<file path="config.mk">
export PLATFORM = sky130hd
export DESIGN_NAME = i2c_init_seq
export DESIGN_NICKNAME = d
export VERILOG_FILES = /design/src/rtl/i2c_init_pkg.sv /design/src/rtl/i2c_init_delay.sv /design/src/rtl/i2c_init_seq.sv
export SDC_FILE = /design/constraint.sdc
export NUM_CORES = 1
export LEC_CHECK = 0
export CORE_ASPECT_RATIO = 1.4
export CORE_MARGIN = 10
export CORE_UTILIZATION = 56
export CTS_BUF_LIST = sky130_fd_sc_hd__clkbuf_2 sky130_fd_sc_hd__clkbuf_4 sky130_fd_sc_hd__clkbuf_8
export CTS_CLUSTER_DIAMETER = 100
export CTS_CLUSTER_SIZE = 12
export DETAILED_ROUTE_END_ITERATION = 12
export GPL_TIMING_DRIVEN = 0
export HOLD_SLACK_MARGIN = 0.08
export PLACE_DENSITY = 0.83
export SKIP_CTS_REPAIR_TIMING = 1
export SYNTH_ARGS = -nofsm -noshare
export SYNTH_HDL_FRONTEND = slang
export SYNTH_HIERARCHICAL = 1
export SYNTH_SLANG_ARGS = --single-unit
export TNS_END_PERCENT = 10
</file>
<file path="constraint.sdc">
create_clock -name clk -period 3.3 [get_ports clk]
set_clock_uncertainty 0.2 [all_clocks]
set_input_delay 0.495 -clock clk [delete_from_list [all_inputs] [get_ports clk]]
set_output_delay 0.495 -clock clk [all_outputs]
set_load 0.005 [all_outputs]
</file>
<file path="src/rtl/i2c_init_pkg.sv">
// i2c_init_pkg: shared definitions for the I2C init-program sequencer.
//   - opcode constants for the 16-bit program entries
//   - entry field bit positions (op in [15:12], arg in [11:0])
//   - sequencer state enum
//   - encode_entry(): builds a program word from opcode and argument
package i2c_init_pkg;

    localparam logic [3:0] OP_END      = 4'd0;
    localparam logic [3:0] OP_SET_ADDR = 4'd1;
    localparam logic [3:0] OP_WRITE    = 4'd2;
    localparam logic [3:0] OP_DELAY    = 4'd3;

    localparam int unsigned OP_MSB   = 15;
    localparam int unsigned OP_LSB   = 12;
    localparam int unsigned ARG_MSB  = 11;
    localparam int unsigned ARG_LSB  = 0;
    localparam int unsigned ADDR_MSB = 6;   // SET_ADDR: arg[6:0]
    localparam int unsigned BYTE_MSB = 7;   // WRITE: arg[7:0]
    localparam int unsigned LAST_BIT = 8;   // WRITE: arg[8]

    typedef enum logic [3:0] {
        ST_IDLE,
        ST_FETCH,
        ST_DECODE,
        ST_CMD,
        ST_DATA,
        ST_DRAIN,
        ST_DELAY,
        ST_DONE,
        ST_ERROR
    } state_e;

    function automatic logic [15:0] encode_entry(input logic [3:0] op, input logic [11:0] arg);
        logic [15:0] e;
        e = '0;
        e[OP_MSB:OP_LSB]   = op;
        e[ARG_MSB:ARG_LSB] = arg;
        return e;
    endfunction

endpackage

</file>
<file path="src/rtl/i2c_init_delay.sv">
// i2c_init_delay: loadable down-counter used for programmable waits.
//   clk_i, rst_i  : clock, synchronous active-high reset
//   load_i        : load load_val_i (takes priority over dec_i)
//   load_val_i    : W-bit load value
//   dec_i         : decrement by one while non-zero
//   zero_o        : counter is zero
module i2c_init_delay #(
    parameter int unsigned W = 22
) (
    input  logic         clk_i,
    input  logic         rst_i,
    input  logic         load_i,
    input  logic [W-1:0] load_val_i,
    input  logic         dec_i,
    output logic         zero_o
);

    localparam logic [W-1:0] ONE = 1;

    logic [W-1:0] cnt_q;

    always_ff @(posedge clk_i) begin
        if (rst_i) begin
            cnt_q <= '0;
        end else if (load_i) begin
            cnt_q <= load_val_i;
        end else if (dec_i && (cnt_q != '0)) begin
            cnt_q <= cnt_q - ONE;
        end
    end

    assign zero_o = (cnt_q == '0);

endmodule

</file>
<file path="src/rtl/i2c_init_seq.sv">
// i2c_init_seq: walks an external init program (1-cycle-latency ROM) and
// drives the i2c_master command / write-data streams.
//   clk, rst               : clock, synchronous active-high reset
//   start                  : begin program (accepted in IDLE/DONE/ERROR)
//   rom_addr / rom_data    : program fetch (data valid one cycle after addr)
//   cmd_*                  : command stream to i2c_master (valid/ready)
//   data_out*              : write-data stream to i2c_master (valid/ready)
//   missed_ack, bus_busy   : status from i2c_master
//   busy, done, error      : sequencer status (done/error sticky until start)
//   fail_pc                : pc of the SET_ADDR entry whose retries ran out
module i2c_init_seq
    import i2c_init_pkg::*;
#(
    parameter int unsigned ROM_AW      = 8,
    parameter int unsigned DELAY_SHIFT = 10,
    parameter int unsigned MAX_RETRY   = 3
) (
    input  logic              clk,
    input  logic              rst,
    input  logic              start,
    output logic [ROM_AW-1:0] rom_addr,
    input  logic [15:0]       rom_data,
    output logic [6:0]        cmd_address,
    output logic              cmd_start,
    output logic              cmd_read,
    output logic              cmd_write,
    output logic              cmd_write_multiple,
    output logic              cmd_stop,
    output logic              cmd_valid,
    input  logic              cmd_ready,
    output logic [7:0]        data_out,
    output logic              data_out_last,
    output logic              data_out_valid,
    input  logic              data_out_ready,
    input  logic              missed_ack,
    input  logic              bus_busy,
    output logic              busy,
    output logic              done,
    output logic              error,
    output logic [ROM_AW-1:0] fail_pc
);

    localparam int unsigned       DW        = 12 + DELAY_SHIFT;
    localparam logic [ROM_AW-1:0] PC_ONE    = 1;
    localparam logic [3:0]        RETRY_MAX = 4'(MAX_RETRY);

    state_e            state_q, state_d;
    logic [ROM_AW-1:0] pc_q, pc_d;
    logic [ROM_AW-1:0] mark_pc_q, mark_pc_d;
    logic [ROM_AW-1:0] fail_pc_q, fail_pc_d;
    logic [6:0]        addr_q, addr_d;
    logic [7:0]        byte_q, byte_d;
    logic              last_q, last_d;
    logic              hold_pc_q, hold_pc_d;     // forced guard beat: do not advance pc
    logic              in_txn_q, in_txn_d;
    logic              end_q, end_d;             // DRAIN was entered from END
    logic [3:0]        retry_q, retry_d;
    logic              retry_pend_q, retry_pend_d;
    logic              miss_q, miss_d;
    logic              done_q, done_d;
    logic              error_q, error_d;

    logic [3:0]        op;
    logic [11:0]       arg;
    logic [DW-1:0]     dly_val;
    logic              dly_load;
    logic              dly_zero;
    logic              busy_w;
    logic              miss_any;

    assign op       = rom_data[OP_MSB:OP_LSB];
    assign arg      = rom_data[ARG_MSB:ARG_LSB];
    assign dly_val  = DW'(arg) << DELAY_SHIFT;
    assign busy_w   = !(state_q inside {ST_IDLE, ST_DONE, ST_ERROR});
    assign miss_any = miss_q | missed_ack;

    i2c_init_delay #(
        .W (DW)
    ) u_delay (
        .clk_i      (clk),
        .rst_i      (rst),
        .load_i     (dly_load),
        .load_val_i (dly_val),
        .dec_i      (state_q == ST_DELAY),
        .zero_o     (dly_zero)
    );

    // State and datapath registers
    always_ff @(posedge clk) begin
        if (rst) begin
            state_q      <= ST_IDLE;
            pc_q         <= '0;
            mark_pc_q    <= '0;
            fail_pc_q    <= '0;
            addr_q       <= '0;
            byte_q       <= '0;
            last_q       <= 1'b0;
            hold_pc_q    <= 1'b0;
            in_txn_q     <= 1'b0;
            end_q        <= 1'b0;
            retry_q      <= '0;
            retry_pend_q <= 1'b0;
            miss_q       <= 1'b0;
            done_q       <= 1'b0;
            error_q      <= 1'b0;
        end else begin
            state_q      <= state_d;
            pc_q         <= pc_d;
            mark_pc_q    <= mark_pc_d;
            fail_pc_q    <= fail_pc_d;
            addr_q       <= addr_d;
            byte_q       <= byte_d;
            last_q       <= last_d;
            hold_pc_q    <= hold_pc_d;
            in_txn_q     <= in_txn_d;
            end_q        <= end_d;
            retry_q      <= retry_d;
            retry_pend_q <= retry_pend_d;
            miss_q       <= miss_d;
            done_q       <= done_d;
            error_q      <= error_d;
        end
    end

    // Next-state logic
    always_comb begin
        state_d      = state_q;
        pc_d         = pc_q;
        mark_pc_d    = mark_pc_q;
        fail_pc_d    = fail_pc_q;
        addr_d       = addr_q;
        byte_d       = byte_q;
        last_d       = last_q;
        hold_pc_d    = hold_pc_q;
        in_txn_d     = in_txn_q;
        end_d        = end_q;
        retry_d      = retry_q;
        retry_pend_d = retry_pend_q;
        miss_d       = miss_q | (missed_ack & busy_w);
        done_d       = done_q;
        error_d      = error_q;
        dly_load     = 1'b0;

        case (state_q)
            ST_IDLE, ST_DONE, ST_ERROR: begin
                if (start) begin
                    state_d      = ST_FETCH;
                    pc_d         = '0;
                    done_d       = 1'b0;
                    error_d      = 1'b0;
                    retry_d      = '0;
                    retry_pend_d = 1'b0;
                    in_txn_d     = 1'b0;
                    end_d        = 1'b0;
                    miss_d       = 1'b0;
                end
            end

            ST_FETCH: state_d = ST_DECODE;

            ST_DECODE: begin
                case (op)
                    OP_SET_ADDR, OP_END: begin
                        if (in_txn_q) begin
                            // Unterminated write: close it with a 0x00 last beat,
                            // then re-fetch this same entry.
                            byte_d    = '0;
                            last_d    = 1'b1;
                            hold_pc_d = 1'b1;
                            state_d   = ST_DATA;
                        end else if (op == OP_SET_ADDR) begin
                            addr_d    = arg[ADDR_MSB:0];
                            mark_pc_d = pc_q;
                            pc_d      = pc_q + PC_ONE;
                            // A retry re-enters here; keep its count in that case.
                            if (!retry_pend_q) begin
                                retry_d = '0;
                            end
                            retry_pend_d = 1'b0;
                            state_d      = ST_FETCH;
                        end else begin
                            end_d   = 1'b1;
                            state_d = ST_DRAIN;
                        end
                    end
                    OP_WRITE: begin
                        byte_d    = arg[BYTE_MSB:0];
                        last_d    = arg[LAST_BIT];
                        hold_pc_d = 1'b0;
                        if (!in_txn_q) begin
                            in_txn_d = 1'b1;
                            state_d  = ST_CMD;
                        end else begin
                            state_d = ST_DATA;
                        end
                    end
                    OP_DELAY: begin
                        dly_load = 1'b1;
                        state_d  = ST_DELAY;
                    end
                    default: begin
                        pc_d    = pc_q + PC_ONE;
                        state_d = ST_FETCH;
                    end
                endcase
            end

            ST_CMD: begin
                if (cmd_ready) begin
                    state_d = ST_DATA;
                end
            end

            ST_DATA: begin
                if (data_out_ready) begin
                    if (!hold_pc_q) begin
                        pc_d = pc_q + PC_ONE;
                    end
                    hold_pc_d = 1'b0;
                    if (last_q) begin
                        in_txn_d = 1'b0;
                        state_d  = ST_DRAIN;
                    end else begin
                        state_d = ST_FETCH;
                    end
                end
            end

            ST_DRAIN: begin
                if (!bus_busy) begin
                    miss_d = 1'b0;
                    if (miss_any) begin
                        if (retry_q < RETRY_MAX) begin
                            retry_d      = retry_q + 4'd1;
                            retry_pend_d = 1'b1;
                            pc_d         = mark_pc_q;
                            in_txn_d     = 1'b0;
                            end_d        = 1'b0;
                            state_d      = ST_FETCH;
                        end else begin
                            error_d   = 1'b1;
                            fail_pc_d = mark_pc_q;
                            state_d   = ST_ERROR;
                        end
                    end else if (end_q) begin
                        done_d  = 1'b1;
                        state_d = ST_DONE;
                    end else begin
                        state_d = ST_FETCH;
                    end
                end
            end

            ST_DELAY: begin
                if (dly_zero) begin
                    pc_d    = pc_q + PC_ONE;
                    state_d = ST_FETCH;
                end
            end

            default: state_d = ST_IDLE;
        endcase
    end

    // Outputs
    always_comb begin
        rom_addr           = pc_q;
        cmd_valid          = (state_q == ST_CMD);
        cmd_address        = cmd_valid ? addr_q : '0;
        cmd_start          = cmd_valid;
        cmd_read           = 1'b0;
        cmd_write          = 1'b0;
        cmd_write_multiple = cmd_valid;
        cmd_stop           = cmd_valid;
        data_out_valid     = (state_q == ST_DATA);
        data_out           = data_out_valid ? byte_q : '0;
        data_out_last      = data_out_valid & last_q;
        busy               = busy_w;
        done               = done_q;
        error              = error_q;
        fail_pc            = fail_pc_q;
    end

endmodule

</file>
**After elaboration in Yosys (flattened, before gate mapping)**

Index checks and enable logic that the tools add are counted.

- Flip-flop bits (word level): 77
- Latch bits: 0
- Bits in writable memories: 0
- Bits in read-only memories: 0
- Bits of input ports: 23
- Word-level logic and storage cells: 170
- Memories: 0

- Add/subtract/negate cells: 3
- Multiply operators: 0
- Divide/modulo/power cells: 0
- Magnitude comparators: 1
- Eq/ne operators: 35
- Shift-type cells: 0
- Muxes and demuxes: 77
- Bitwise operators: 7
- Reductions and logical operators: 30

Operators with widths:

| operator | number |
|---|---|
| $mux 8 | 11 |
| $mux 4 | 15 |
| $mux 22 | 2 |
| $pmux 8 s5 | 1 |
| $ne 2x2->1 const B | 16 |
| $pmux 8 s2 | 2 |
| $mux 1 | 28 |
| $pmux 4 s7 | 1 |
| $pmux 4 s3 | 2 |
| $reduce_and 8->1 | 3 |
| $logic_not 22->1 | 1 |
| $reduce_bool 22->1 | 1 |
| $sub 22x1->22 const B | 1 |
| $eq 4x2->1 const B | 4 |
| $eq 4x3->1 const B | 4 |
| $mux 3 | 5 |
| $reduce_and 5->1 | 3 |
| $pmux 1 s2 | 6 |
| $reduce_and 4->1 | 3 |
| $reduce_and 11->1 | 1 |
| $ne 3x3->1 const B | 3 |
| $reduce_and 9->1 | 1 |
| $add 8x1->8 const B | 1 |
| $eq 4x1->1 const B | 2 |
| 21 further kinds | 36 |

**Depth between registers and ports, before layout**

Gate-level depths: netlist (run 1).

- Word-level depth: 7
- Depth in mapped cells: 11
- Depth with buffers taken out: 9

**Modules after synthesis**

The synthesis (run 1) kept the hierarchy.

By module, submodules not included:

| module | instances | cells an instance | area each (sq um) | sequential area each (sq um) |
|---|---|---|---|---|
| i2c_init_seq | 1 | 313 | 2,803.9 | 1,101.1 |
| i2c_init_delay | 1 | 156 | 1,326.3 | 440.4 |

**Least setup slack after synthesis (run 1)**

No wires, ideal clock.

- Path kind: register to register
- Start point: reg u_delay.cnt_q[16]
- End point: reg pc_q[1] (netlist: rom_addr[1])
- Setup time: 0.091 ns
- Arrival: 2.454 ns
- Required time: 3.009 ns
- Slack: 0.555 ns
- Stages on the path, launching flop included: 11
- Period minus slack after synthesis: 2.745 ns
- Cell sequence: dfxtp_1 > or3_4 > or4_4 > nor3_1 > mux2_2 > o31a_1 > and4_1 > clkbuf_1 > buf_2 > a21oi_1 > a311oi_1

- Longest elaborated chain between the ends: 3

RTL lines:

| element | line | text |
|---|---|---|
| from (decl) | i2c_init_delay.sv:20 | `logic [W-1:0] cnt_q;` |
| from (signal assigned) | i2c_init_delay.sv:26 | `cnt_q <= load_val_i;` |
| from (signal assigned) | i2c_init_delay.sv:28 | `cnt_q <= cnt_q - ONE;` |
| $logic_not 22->1 | i2c_init_delay.sv:32 | `assign zero_o = (cnt_q == '0);` |
| net dly_zero | i2c_init_seq.sv:67 | `logic dly_zero;` |
| $ne 2x2->1 (no source line) | -- |  |
| $reduce_and 11->1 (no source line) | -- |  |
| to (signal assigned) | i2c_init_seq.sv:108 | `pc_q <= pc_d;` |
| to (decl) | i2c_init_seq.sv:48 | `logic [ROM_AW-1:0] pc_q, pc_d;` |

The timed path passes the listed nets, and every way through them passes these cells.
A chain may end at the register's enable or synchronous reset.

**Final worst setup path (run 1)**

- Start point: reg u_delay.cnt_q[16]
- End point: reg pc_q[2] (netlist: rom_addr[2])

Same word-level chain as after synthesis.

==> results.md, run 1 <==
- STA classifies the critical path endpoint as a flop.
- For this design the static power due to leakage is between 1.5 and 2 nW.
- The combined flip-flop and latch cell area is 0.00154 mm^2.
- The number of cells on the worst reg-to-reg path is 10.
- The minimum clock period after layout is around 3.1 ns.
- The critical path in this run is classified as reg2reg.
- The worst slack at placement is 0.0961 ns.
- The final layout contains approximately 580 nets.
- The cell count after placement is approximately 640.
- The part of the total power dissipated in sequential elements is 0.361.
- The class of the most critical hold timing path is reg2reg.
- After global routing the overflow that remains totals 0.
- The number of buffers on the longest clock path is 2.
- The clock tree from TritonCTS is yes.
- The horizontal die dimension is approximately 93 um.
- In the global route stage, overall resource usage came out at 0.208.
- The flow ran to the end, and the final reports show no timing, DRC or antenna violations.
- Of the available clock period, the critical path in the final layout requires 0.929.
- After detailed routing, the average wire length per cell comes to about 18 um.
- The initial antenna violation count is 0.
- The most common cell after layout, fill and taps aside is dfxtp_1.
- The per-cell via count in the routed design is roughly 6.
- The synthesized netlist cell count is ~470.
- The overall power is 3.21 mW.
- By area the synthesized netlist is led by dfxtp_1 (37%), nor2_1 (6.1%), mux2i_1 (6.1%), a311oi_1 (3.8%), a22oi_1 (3.1%).
- The required time reported for the critical path endpoint is approximately 3.4 ns.
- Leaving out fill and tap cells, the most frequent cells in the layout are dfxtp_1 (77), nor2_1 (67), clkdlybuf4s50_1 (59), mux2i_1 (25), a21oi_1 (21).
- The highest clock frequency the design can meet is 326 MHz.
- Of the total power, the clock network draws 0.251.
- The number of global-route vias before repair is roughly 4000.
- The origin of the worst setup path is u_delay/cnt_q[16]$_SDFFE_PP0P_.
- The relative max-transition margin is 0.148.
- The clock tree synthesis step divided the H-tree into 3 levels.
- At the pin with the least slew margin, the transition time is around 1.3 ns.
- For this design the total switching power over the nets is 1.20 mW.
- The count of input and output buffers is 59.
- The summed negative setup slack over all endpoints is 0 ns.
- The synthesized design contains 0 enable-type register cells.
- Dividing the synthesized area by the synthesized cell count gives approximately 9 um^2.
- The final number of max-transition violations is 0.
- The detailed router finished its first iteration with between 200 and 250 violations.
- The peak supply drop is 0.000314 V.
- The clock sink count is between 70 and 80.
- In this run the critical register-to-register path is launched from u_delay/cnt_q[16]$_SDFFE_PP0P_.
- The first TritonRoute pass finished after 5 iterations.
- The area of combinational cells with multiple inputs is between 0.002 and 0.0025 mm^2.
- 65 I/O pins were placed.
- The post-route worst setup slack is around 0.23 ns.
- The final design area excluding fillers is 0.00513 mm^2.
- The number of inserted filler cells in the final layout is 593.
- The final-report hold violation count came to 0.
- The total of endpoints with negative setup slack in the final report is 0.
- The end of the critical path is rom_addr[2]$_SDFFE_PP0P_.
- The ratio of cells with drive above 1 in the final layout is 0.108.
- The standard cell area after detailed placement is 0.00488 mm^2.
- Setup repair after global routing left no endpoint under its margin.
- The share of total power dissipated in combinational logic is 0.388.
- The number of buffers inserted during clock tree synthesis is 9.
- The root buffer cell chosen for the clock tree is clkbuf_8.
- In the synthesized netlist the dominant register cell turns out to be dfxtp_1.
- The wire length of the first global-routing pass is a little under 20 mm.
- The detailed router placed approximately 4000 vias in this run.
- The clock network latency to the later pin of the worst-skew pair is 0.36 ns.
- The register-to-register path setup slack is between 0.2 and 0.25 ns.
- The share of the synthesized area in the top cell type is 0.373.
- The area of the mapped netlist is 0.00413 mm^2.
- The effective utilization at floorplan is 0.568.
- The die is approximately 120 um tall.
- The critical path data arrival time is roughly 3.1 ns.
- The synthesis warning total is 6.
- The pin count of the biggest net entering global routing is 14.
- The count of standard-cell rows is 37.
- Clock-pin slew was measured on the worst setup and hold paths at ~0.080 ns.
- Once layout is complete, the cells apart from fillers number approximately 650.
- The startpoint type of the worst setup path is a flop.
- The worst reg2reg path endpoint is rom_addr[2]$_SDFFE_PP0P_.
- dfxtp_1 takes more of the synthesized area than any other cell.
- At the end of routability-driven placement, the weighted congestion stood at 0.899.
- The area of the die is between 0.01 and 0.015 mm^2.
- The switching part of the total is 0.374.
- The number of max-capacitance violations reported is 0.
- Internal power comes to 2.01 mW.
- The share of the Yosys chip area taken by registers is 0.373.
- The number of library cell types mapped by synthesis is 76.
- The wire-length estimate of the detail-placed layout is 8.63 mm.
- The routed design has ~12 mm of wire.
- The synthesis-to-finish area growth is 24.3%.
- The count of nets left with antenna violations once routing finished came out at 0.
- The remaining routing DRC violations is 0.
- The power per standard cell area is 626 mW/mm^2.
- The total of flip-flops plus latches after synthesis is 77.
- The fraction of registers with async set/reset is 0.
- The region available for standard cell placement spans about 0.0073 mm^2.
- The peak fanout along the critical path is 10.
- The number of inserted diodes is 0.
-- synthesized netlist by cell type (all sizes together), types with 3 or more instances --
master	n
nand2	15
o2111ai	3
o31ai	8
inv	10
or4	7
or3	8
o41ai	3
xnor2	11
o211ai	3
and3	7
nand3	9
dfxtp	77
ha	3
nor4	7
a31oi	5
buf	16
nor2	68
a22oi	17
mux2i	25
clkbuf	17
a311oi	18
nor3b	4
a21oi	21
xor2	6
o21bai	3
a211oi	12
nor3	6
and2	18
nand2b	5
o21ai	10
or2	6
nor4b	4
nand4	4
-- per-layer routing --
metal,up-vias,share of wire,track usage
met4,0,0.032,0.106
met2,165,0.53,0.384
met5,-,0,0
met3,37,0.056,0.0375
met1,1874,0.39,0.220
li1,1900,-,-
-- area by class of cell --
class                           count  share of cell area
Multi-Input combinational cell    359               0.473
Inverter                           11             0.00804
Clock inverter                      6              0.0171
Timing Repair Buffer               59               0.115
Clock buffer                       10              0.0256
Tap cell                           97              0.0236
Sequential cell                    77               0.300
Buffer                             33              0.0370
-- cells by family (layout without fill, tap and decap cells) --
group	Yosys count	after routing	share of synthesized area
AND/OR/NAND/NOR	180	180	0.241
AO/OA/AOI/OAI	121	121	0.221
flip-flops	77	77	0.373
buffers and inverters	44	119	0.0557
multiplexers	26	26	0.0633
XOR/XNOR	17	17	0.0360
adder cells (fa/ha/maj)	3	3	0.00909
other	1	12	0.000908
-- worst min-delay path by stage --
stage	slack (ns)	start	endpoint	cells past startpoint
6_report	0.27	last_q$_SDFFE_PP0P_	last_q$_SDFFE_PP0P_	2
5_1_grt	0.31	last_q$_SDFFE_PP0P_	last_q$_SDFFE_PP0P_	2
2_1_floorplan	0.23	last_q$_SDFFE_PP0P_	last_q$_SDFFE_PP0P_	2
3_5_place_dp	0.26	last_q$_SDFFE_PP0P_	last_q$_SDFFE_PP0P_	2
3_3_place_gp	0.26	last_q$_SDFFE_PP0P_	last_q$_SDFFE_PP0P_	2
4_1_cts	0.27	last_q$_SDFFE_PP0P_	last_q$_SDFFE_PP0P_	2
-- metrics by stage --
step	hold WS (ns)	util
final	0.267	0.706
after global placement	0.257	0.672
after detailed placement	0.256	0.672
after global routing	0.306	0.706
after floorplan	0.231	-
after CTS	0.267	0.702
-- sequential cells by signal, summed over array words and instances, names as in the netlist --
name           count
addr_q             7
byte_q             8
done               1
end_q              1
error              1
fail_pc            8
hold_pc_q          1
in_txn_q           1
last_q             1
mark_pc_q          8
miss_q             1
retry_pend_q       1
retry_q            4
rom_addr           8
state_q            4
u_delay/cnt_q     22
-- power groups by stage --
stage	registers (mW)	clock network [mW]	logic [mW]
4_1_cts	1.15	0.808	1.22
6_report	1.16	0.805	1.25
2_1_floorplan	1.15	0	0.834
5_1_grt	1.17	0.840	1.36
3_3_place_gp	1.17	0	1.18
3_5_place_dp	1.17	0	1.21
-- worst max-delay path, cell delays in order (launching register included) --
cell	delay, ns
dfxtp_1	0.35
or3_4	0.43
or4_4	0.47
nor3_2	0.17
mux2_2	0.20
o31a_1	0.17
and4_1	0.21
clkbuf_1	0.21
buf_2	0.24
a21oi_1	0.09
a311oi_1	0.24
Note: power is estimated with default switching activity, not from simulation.
==> run 2: changes to the inputs <==
Settings changed: REMOVE_ABC_BUFFERS from default to 1.
==> results.md, run 2 (synthesized netlist as in run 1, its figures left out) <==
- Setup repair after global routing left no endpoint under its margin.
- On the critical path, the stage with the largest delay is an instance of or4_4.
- The initial antenna violation count came to 0 (unchanged).
- The routed wire length is 10.9 mm (-7.2%).
- The via count of the routed design came to 3802 (-4.4%).
- The synthesis-to-finish area growth is 20.8%.
- The class of the most critical hold timing path is reg2reg.
- The final-report hold violation count is 0 (unchanged).
- The summed negative setup slack over all endpoints is 0 ns (unchanged).
- The number of flip-flops in the largest register came to 22 (unchanged).
- The flow ran to the end, and the final reports show no timing, DRC or antenna violations.
- The routed length per placed instance came to 17.4 um (-3.2%).
- Ranked by flip-flop count, first place goes to u_delay/cnt_q.
- The maximum level of the CTS H-tree was 3 (unchanged).
- The number of buffers on the longest clock path is 2 (unchanged).
- The last weighted congestion value of the routability-driven placer is 0.874 (-2.7%).
- The power per standard cell area came to 619 mW/mm^2 (-1.1%).
- The critical path is of the reg2reg type.
- The clock sink count came to 77 (unchanged).
- The critical path starts at u_delay/cnt_q[16]$_SDFFE_PP0P_.
- The fraction of the cycle the final worst path needs was 0.936 (+0.00685).
- STA classifies the critical path startpoint as a flop.
- The number of inserted diodes is 0 (unchanged).
- The slew at the pin closest to its max-slew limit is 1.16 ns (-0.103 ns).
- The number of buffers inserted during clock tree synthesis is 9 (unchanged).
- The minimum clock period after layout was 3.09 ns (+0.0226 ns).
- The worst hold path startpoint is last_q$_SDFFE_PP0P_.
- The residual antenna-violating net count after detailed routing is 0 (unchanged).
- The sum of net half-perimeters after detailed placement came to 7.81 mm (-9.5%).
- The remaining routing DRC violations is 0 (unchanged).
- The horizontal die dimension is 92.6 um (unchanged).
- The power share of the clock group is 0.239 (-0.012).
- The worst setup path is captured at a flop.
- The required time reported for the critical path endpoint is 3.36 ns (about the same).
- The total of endpoints with negative setup slack in the final report is 0 (unchanged).
- The library cells used most frequently in the layout, excluding fill and tap cells, are dfxtp_1 (77), nor2_1 (67), clkdlybuf4s50_1 (61), mux2i_1 (25), a21oi_1 (21).
- The wire length of the first global-routing pass was 17.9 mm (-7.3%).
- The die boundary height is 122 um (unchanged).
- The overall track demand over capacity in global routing is 0.191 (-0.0165).
- The relative max-transition margin came to 0.217 (+0.0690).
- The combinational group share of total power is 0.372 (-0.016).
- The clock network latency to the later pin of the worst-skew pair is 0.37 ns (about the same).
- The cell chosen for the clock root is clkbuf_8.
- The number of buffer and inverter instances along the worst setup path is 0 (-2).
- The signal on the critical path passes through or3_4, or4_4, nor3_1, mux2_2, o31a_1, and4_2, a21oi_1, a311oi_1.
- The internal power is 1.91 mW (-4.7%).
- The overall power is 3.09 mW (-3.8%).
- The ratio of cells with drive above 1 in the final layout was 0.0890 (-0.0191).
- The count of routing violations after the opening detailed-route iteration is 273 (+11%).
- The clock transition time at the flip-flop clock pins of the worst setup and hold paths is 0.08 ns (about the same).
- The leakage component of the power is 1.87 nW (-4.7%).
- The number of global-route vias before repair is 3704 (-7.2%).
- The net switching power is 1.17 mW (-2.3%).
- The part of the total power dissipated in sequential elements is 0.389 (+0.028).
- The biggest cell delay along the critical path was 0.47 ns (about the same).
- The count of standard-cell rows is 37 (unchanged).
- The highest clock frequency the design can meet is 324 MHz (-0.73%).
- The per-cell via count in the routed design is 6.08 (-0.25%).
- The number of detailed-routing iterations run before antenna repair is 6 (+1).
- The effective utilization at floorplan is 0.568 (unchanged).
- The worst reg2reg path startpoint is u_delay/cnt_q[16]$_SDFFE_PP0P_.
- The final number of max-transition violations is 0 (unchanged).
- The peak fanout along the critical path was 14 (+4).
- The count of nets after finishing is 549 (-4.7%).
- The switching part of the total is 0.380 (+0.00592).
- The pin count of the biggest net entering global routing was 53 (+39).
- The worst hold slack is 0.263 ns (-0.00409 ns).
- The most common cell after layout, fill and taps aside is dfxtp_1.
- The area of the die came to 0.0113 mm^2 (unchanged).
- TritonCTS built the clock tree.
- The global route total overflow is 0 (unchanged).
- The critical path data arrival time was 3.15 ns (about the same).
- The number of max-capacitance violations reported is 0 (unchanged).
- The cell family contributing the most delay on the critical path is simple AND/OR/NAND/NOR gates.
- The core occupancy in the finished layout is 0.687 (-0.0196).
- The top-level I/O count came to 65 (unchanged).
- The area of the core region is 0.00727 mm^2 (unchanged).
- The peak supply drop is 0.000348 V (+11%).
- The count of input and output buffers is 62 (+5.1%).
-- run 2: cell count changes in the layout (fill, tap and decap cells not counted), sizes merged --
| cell | before | now |
|---|---|---|
| bufinv | 2 | 1 |
| clkdlybuf4s50 | 59 | 61 |
| clkinv | 5 | 3 |
| clkbuf | 27 | 11 |
| buf | 16 | 4 |
| clkinvlp | 0 | 2 |
-- run 2: tightest hold or removal path: stages (launching register included) --
cell     delay (ns)
dfxtp_1        0.33
inv_1          0.05
a21oi_1        0.05
-- run 2: per-stage QoR --
step           instances  setup WS [ns]  cell area (um^2)
5_1_grt              625         0.0428              4990
4_1_cts              625         0.0254              4970
2_1_floorplan        447        -0.0990              3980
6_report             625          0.210              4990
3_5_place_dp         609         -0.147              4770
3_3_place_gp         606          -1.67              4720
-- run 2: worst paths after layout --
kind | slack, ns | cells after the start | to
setup / recovery | 0.21 | 8 | rom_addr[7]$_SDFFE_PP0P_
hold / removal | 0.26 | 2 | last_q$_SDFFE_PP0P_
setup reg to reg | 0.21 | 8 | rom_addr[7]$_SDFFE_PP0P_
hold reg to reg | 0.26 | 2 | last_q$_SDFFE_PP0P_
-- run 2: metal layers --
layer | track usage | vias up | wire length (um)
met3 | 0.0449 | 21 | 580
met4 | 0.0745 | 0 | 231
met1 | 0.206 | 1827 | 4270
li1 | - | 1839 | -
met5 | 0 | - | 0
met2 | 0.352 | 115 | 5810
-- run 2: area by class of cell --
class	instances	area, um^2
clock buffer	11	145
clock inverter	5	60.1
fill	604	2280
inverter	11	45.0
multi-input combinational	359	2430
sequential	77	1540
tap	97	121
timing repair buffer	65	651
-- run 2: power groups by stage --
stage / Clock [mW] / Combinational, mW / Sequential, mW
3_5_place_dp: 0 / 1.13 / 1.22
3_3_place_gp: 0 / 1.07 / 1.21
6_report: 0.737 / 1.15 / 1.20
2_1_floorplan: 0 / 0.735 / 1.17
5_1_grt: 0.785 / 1.27 / 1.22
4_1_cts: 0.748 / 1.14 / 1.20
